### config.mk
export PLATFORM = sky130hd
export DESIGN_NAME = decoder_3_to_8_flat
export DESIGN_NICKNAME = d
export VERILOG_FILES = /design/src/rtl/decoder_3_to_8_if.sv /design/src/rtl/decoder_3_to_8.sv /design/src/flat_wrapper.sv
export SDC_FILE = /design/constraint.sdc
export NUM_CORES = 1
export LEC_CHECK = 0
export BUFFER_PORTS_ARGS = -buffer_cell sky130_fd_sc_hd__buf_2
export CAP_MARGIN = 20
export CORE_AREA = 2 2 39 41
export DETAILED_ROUTE_END_ITERATION = 8
export DIE_AREA = 0 0 41 43
export GPL_ROUTABILITY_DRIVEN = 0
export MAX_ROUTING_LAYER = met4
export PLACE_DENSITY = 0.43
export SLEW_MARGIN = 10
export SYNTH_ARGS = -nofsm -noshare
export SYNTH_HDL_FRONTEND = slang
export SYNTH_SLANG_ARGS = --single-unit
### constraint.sdc
create_clock -name clk -period 0.8 [get_ports clk]
set_input_delay 0.12 -clock clk [delete_from_list [all_inputs] [get_ports clk]]
set_output_delay 0.12 -clock clk [all_outputs]
set_load 0.1 [all_outputs]
### src/rtl/decoder_3_to_8_if.sv
// Select/strobe bus for decoder_3_to_8: enable plus 3-bit select in, one-hot lines out.
// With DECODER_3_TO_8_SEEN_EN defined the bus also carries the sticky coverage mask.
interface decoder_3_to_8_if;
  logic       en;
  logic       a;
  logic       b;
  logic       c;
  logic [7:0] y;
  logic       valid;
`ifdef DECODER_3_TO_8_SEEN_EN
  logic       seen_clr;
  logic [7:0] seen;
`endif

`ifdef DECODER_3_TO_8_SEEN_EN
  modport master (output en, a, b, c, seen_clr, input y, valid, seen);
  modport slave  (input en, a, b, c, seen_clr, output y, valid, seen);
`else
  modport master (output en, a, b, c, input y, valid);
  modport slave  (input en, a, b, c, output y, valid);
`endif
endinterface

### src/rtl/decoder_3_to_8.sv
// Registered 3-to-8 decoder with enable and selectable output polarity (one-cycle latency).
// Optional sticky code-coverage mask enabled by defining DECODER_3_TO_8_SEEN_EN.
module decoder_3_to_8 #(
  parameter bit ACTIVE_LOW = 1'b0
) (
  input logic              clk,
  input logic              rst,
  decoder_3_to_8_if.slave  bus
);

  localparam logic [7:0] IDLE = ACTIVE_LOW ? 8'hFF : 8'h00;

  function automatic logic [7:0] onehot(input logic [2:0] sel);
    onehot = 8'h01 << sel;
  endfunction

  logic [2:0] sel_s;
  logic [7:0] onehot_s;
  logic [7:0] decoded_s;
  logic [7:0] y_r;
  logic       valid_r;

  // Select assembly and polarity-adjusted decode of the current inputs
  always_comb begin
    sel_s     = {bus.a, bus.b, bus.c};
    onehot_s  = onehot(sel_s);
    decoded_s = onehot_s;
    if (ACTIVE_LOW) begin
      decoded_s = onehot_s ^ 8'hFF;
    end else begin
      decoded_s = onehot_s;
    end
  end

  // Output register: idle value whenever not decoding, so nothing is held over
  always_ff @(posedge clk) begin
    if (rst) begin
      y_r     <= IDLE;
      valid_r <= 1'b0;
    end else if (bus.en) begin
      y_r     <= decoded_s;
      valid_r <= 1'b1;
    end else begin
      y_r     <= IDLE;
      valid_r <= 1'b0;
    end
  end

  assign bus.y     = y_r;
  assign bus.valid = valid_r;

`ifdef DECODER_3_TO_8_SEEN_EN
  logic [7:0] seen_r;

  // Sticky coverage mask; a clear on a decode edge keeps that edge's code
  always_ff @(posedge clk) begin
    if (rst) begin
      seen_r <= 8'h00;
    end else if (bus.en) begin
      seen_r <= (bus.seen_clr ? 8'h00 : seen_r) | onehot_s;
    end else if (bus.seen_clr) begin
      seen_r <= 8'h00;
    end else begin
      seen_r <= seen_r;
    end
  end

  assign bus.seen = seen_r;
`endif

endmodule

### src/flat_wrapper.sv
// flat-port wrapper written by rule: the top's interface ports become plain ports
module decoder_3_to_8_flat 
#(
  parameter bit ACTIVE_LOW = 1'b0
)
  (clk, rst, bus_en, bus_a, bus_b, bus_c, bus_y, bus_valid);
  decoder_3_to_8_if bus_i ();
  input logic clk;
  input logic rst;
  input wire logic [$bits(bus_i.en)-1:0] bus_en;
  input wire logic [$bits(bus_i.a)-1:0] bus_a;
  input wire logic [$bits(bus_i.b)-1:0] bus_b;
  input wire logic [$bits(bus_i.c)-1:0] bus_c;
  output wire logic [$bits(bus_i.y)-1:0] bus_y;
  output wire logic [$bits(bus_i.valid)-1:0] bus_valid;
  assign bus_i.en = bus_en;
  assign bus_i.a = bus_a;
  assign bus_i.b = bus_b;
  assign bus_i.c = bus_c;
  assign bus_y = bus_i.y;
  assign bus_valid = bus_i.valid;
  decoder_3_to_8 #(.ACTIVE_LOW(ACTIVE_LOW)) u_core (.clk(clk), .rst(rst), .bus(bus_i));
endmodule
; ---- Word-level counts from Yosys, hierarchy flattened
; Cells that the tools add are included.
[classes]
n_addsub = 0
n_mul = 0
div_mod_pow = 0
magnitude_cmp = 0
n_eq_ne = 0
shifts = 1
n_mux = 1
n_bitwise = 1
reduce_logical = 1
[ops]
columns = cell, n
row1 = 1-bit by 3-bit << shifter with 8-bit output (first input constant), 1
row2 = 2-bit OR reduction, 1
row3 = 1-bit 2-to-1 mux, 1
row4 = 1-bit inverter, 1
[totals]
ff_bits = 9
latch_bits = 0
ram_bits = 0
mem_bits_ro = 0
out_inout_bits = 9
wordCells = 6
memories = 0

; ---- Depth between registers and ports, before layout
[logic_depth]
word_depth = 2
ltp_mapped = 2
ltp_nobuf = 2

; ---- Worst setup path before layout
; No wires, ideal clock.
[synth_timing]
kind = reg-to-output
from = reg u_core.valid_r (netlist: u_core.bus.valid)
to = out bus_valid
arrival_time_ns = 0.909
setup_slack_ns = -0.229
stages_incl_launch_ff = 1
path_buffers = 0
path_cell_list = dfxtp_1
[synth_lines]
columns = element, line_no
row1 = "start, declared", decoder_3_to_8.sv:21  ; logic valid_r;
row2 = "start signal, assigned", decoder_3_to_8.sv:39  ; valid_r <= 1'b0;
row3 = "start signal, assigned", decoder_3_to_8.sv:42  ; valid_r <= 1'b1;
row4 = "start signal, assigned", decoder_3_to_8.sv:45  ; valid_r <= 1'b0;
row5 = "end, declared", flat_wrapper.sv:15  ; output wire logic [$bits(bus_i.valid)-1:0] bus_valid;
; No word-level cell between the ends.

; ---- Worst setup path in the final report
[layout_timing]
from = reg u_core.valid_r (netlist: u_core.bus.valid)
to = out bus_valid
; No word-level cell between the ends.

==> flow_metrics.env <==
export IMPL_status="finished, violations left"
export IMPL_violations="negative setup slack"
export IMPL_post_cts_setup_buffer_count=0
export IMPL_drt_total_wl_um=473
export IMPL_required_ns=0.68
export IMPL_period_share_pct=110.9
export IMPL_p_per_area_mw_per_mm2=1837
export IMPL_yosysWarnings=0
export IMPL_rsz0062_at_grt="yes"
export IMPL_cp_arrival_ns=0.77
export IMPL_worst_pin_slew_ns=0.1626
export IMPL_timing_fmax_ghz=1.127
export IMPL_leakage_nw=0.2107
export IMPL_setup_ws_ns=-0.08737
export IMPL_fp_row_count=14
export IMPL_fin_cells=57
export IMPL_antenna_left=0
export IMPL_drive_above_1_share_pct=68.29
export IMPL_cp_start_kind="flip-flop"
export IMPL_root_buffer="clkbuf_4"
export IMPL_io_pins=15
export IMPL_path_cells="buf_12"
export IMPL_power_mw=0.9583
export IMPL_clk_path_buf_depth=2
export IMPL_synth_area_um2=259.0
export IMPL_critPathMaxStageDelay_ns=0.34
export IMPL_syn_nets=29
export IMPL_diodes=0
export IMPL_grt_antenna_before_repair=0
export IMPL_cts_hold_buf=0
export IMPL_drt_iter0_markers=3
export IMPL_drc_errors=0
export IMPL_setup_tns_ns=-0.7364
export IMPL_cp_max_fo=1
export IMPL_dp_hpwl_um=374.8
export IMPL_clkSinkCount=9
export IMPL_grt_overflow=0
export IMPL_yosys_cell_types_count=9
export IMPL_syn_to_final_growth_pct=101.4
export IMPL_ys_seq_area_share_pct=69.57
export IMPL_relSlewSlack_pct=89.13
export IMPL_syn_inst=23
export IMPL_highest_layer="met4"
export IMPL_start_util_pct=18.72
export IMPL_cts_buffers=3
export IMPL_path_class="flip-flop to output pin"
export IMPL_grt_usage_pct=7.239
export IMPL_grt_pass1_vias=216
export IMPL_core_mm2=0.001384
export IMPL_ys_seq_elements=9
export IMPL_vias=218
export IMPL_wl_per_cell_um=8.298
export IMPL_die_y_um=43
export IMPL_cts_htree_levels=1
export IMPL_drt_vias_per_instance=3.825
export IMPL_period_needed_ns=0.8874
export IMPL_final_hold_viol_count=0
export IMPL_dieArea_mm2=0.001763
export IMPL_hold_class="primary input to flip-flop"
export IMPL_dr_pass1_iters=4
export IMPL_fp_dieW_um=41
export IMPL_endpoint_kind="output pin"
export IMPL_grt_pass1_wl_um=772
export IMPL_min_path_cells=2
export IMPL_path_buf_inv=1
export IMPL_path_clk_slew_ns=0.06
export IMPL_nets=48
export IMPL_grt_max_degree=6
export IMPL_hold_path_end="u_core.bus.valid$_SDFF_PP0_"
export IMPL_setup_viol=9
export IMPL_wl_met1_um=177
export IMPL_wl_met2_um=237
export IMPL_place_inst=53
export IMPL_critical_path_top_delay_family="flip-flops"
export IMPL_cts_tree="built"
export IMPL_cap_violations=0
export IMPL_ir_drop_uv=661.5
export IMPL_hold_path_startpoint="rst"
export IMPL_fill_cells=147
export IMPL_wl_met3_um=50
export IMPL_portBuffers=14
export IMPL_finalMaxSlewViolations=0
export IMPL_cp_slowest_cell="dfxtp_2"
export IMPL_pre_cts_slack_ns=-0.01892
export IMPL_avgSynthCellArea_um2=11.26
==> cells in the final DEF (no fill, tap or decap) <==
cell	Yosys	final
nor3_1	1	1
clkbuf_1	0	1
clkbuf_4	0	3
buf_2	0	5
nand2_1	1	1
nor3_2	1	1
or3b_4	1	1
nor2b_1	1	1
nand2b_1	2	2
dfxtp_2	0	9
nor2_1	6	6
nand3b_1	1	1
buf_12	0	9
==> routing by layer <==
metal,GRT usage (%),vias to the layer above
met5,-,-
met4,8.000,0
met3,3.141,2
met2,9.688,13
met1,6.863,93
li1,-,110
==> worst max-delay path by stage <==
| stage | start | end | slack (ns) | cells past startpoint |
|---|---|---|---|---|
| 2_1_floorplan | u_core.bus.valid$_SDFF_PP0_ | bus_valid | 0.05 | 0 |
| 3_3_place_gp | bus_a | u_core.bus.y[0]$_SDFF_PP0_ | -0.02 | 3 |
| 3_5_place_dp | bus_a | u_core.bus.y[0]$_SDFF_PP0_ | -0.02 | 3 |
| 4_1_cts | u_core.bus.valid$_SDFF_PP0_ | bus_valid | -0.1 | 1 |
| 5_1_grt | u_core.bus.valid$_SDFF_PP0_ | bus_valid | -0.11 | 1 |
| 6_report | u_core.bus.valid$_SDFF_PP0_ | bus_valid | -0.09 | 1 |
==> what timing repair did <==
action | CTS | global route
resized for setup | 0 | 0
setup endpoints to repair | 9 | 9
hold endpoints to repair | 0 | 0
==> cells by family after synthesis <==
kind of cell	synth area share (%)
flops	69.56
simple gates	30.43
==> power breakdown <==
part	internal [mW]	switching, mW	total [mW]
clock	0.192	0.152	0.344
combinational	0.0548	0.0929	0.148
sequential	0.459	0.00724	0.467
==> synth_stat cells <==
master | number | area share [%]
dfxtp_1 | 9 | 70
nand2_1 | 1 | 1.4
nand2b_1 | 2 | 4.8
nand3b_1 | 1 | 2.9
nor2_1 | 6 | 8.7
nor2b_1 | 1 | 2.4
nor3_1 | 1 | 1.9
nor3_2 | 1 | 3.9
or3b_4 | 1 | 4.3
==> state kept, by name, summed over array words and instances, names as in the netlist <==
name / cells
u_core.bus.valid: 1
u_core.bus.y: 8
==> layout make-up <==
class	instances	area, um^2	area share [%]
Clock buffer	4	26.28	5.036
Multi-Input combinational cell	14	78.83	15.11
Sequential cell	9	191.4	36.69
Tap cell	16	20.02	3.837
Timing Repair Buffer	14	205.2	39.33
==> through the flow <==
stage          util (%)  hold WS, ns  area (um^2)
5_1_grt           37.70      0.04358        521.8
6_report          37.70      0.03361        521.8
3_5_place_dp      35.80       0.3074        495.5
3_3_place_gp      35.80       0.2966        495.5
2_1_floorplan         -       0.1816        270.3
4_1_cts           37.70      0.03011        521.8
Power figures use the tool's default switching activity.
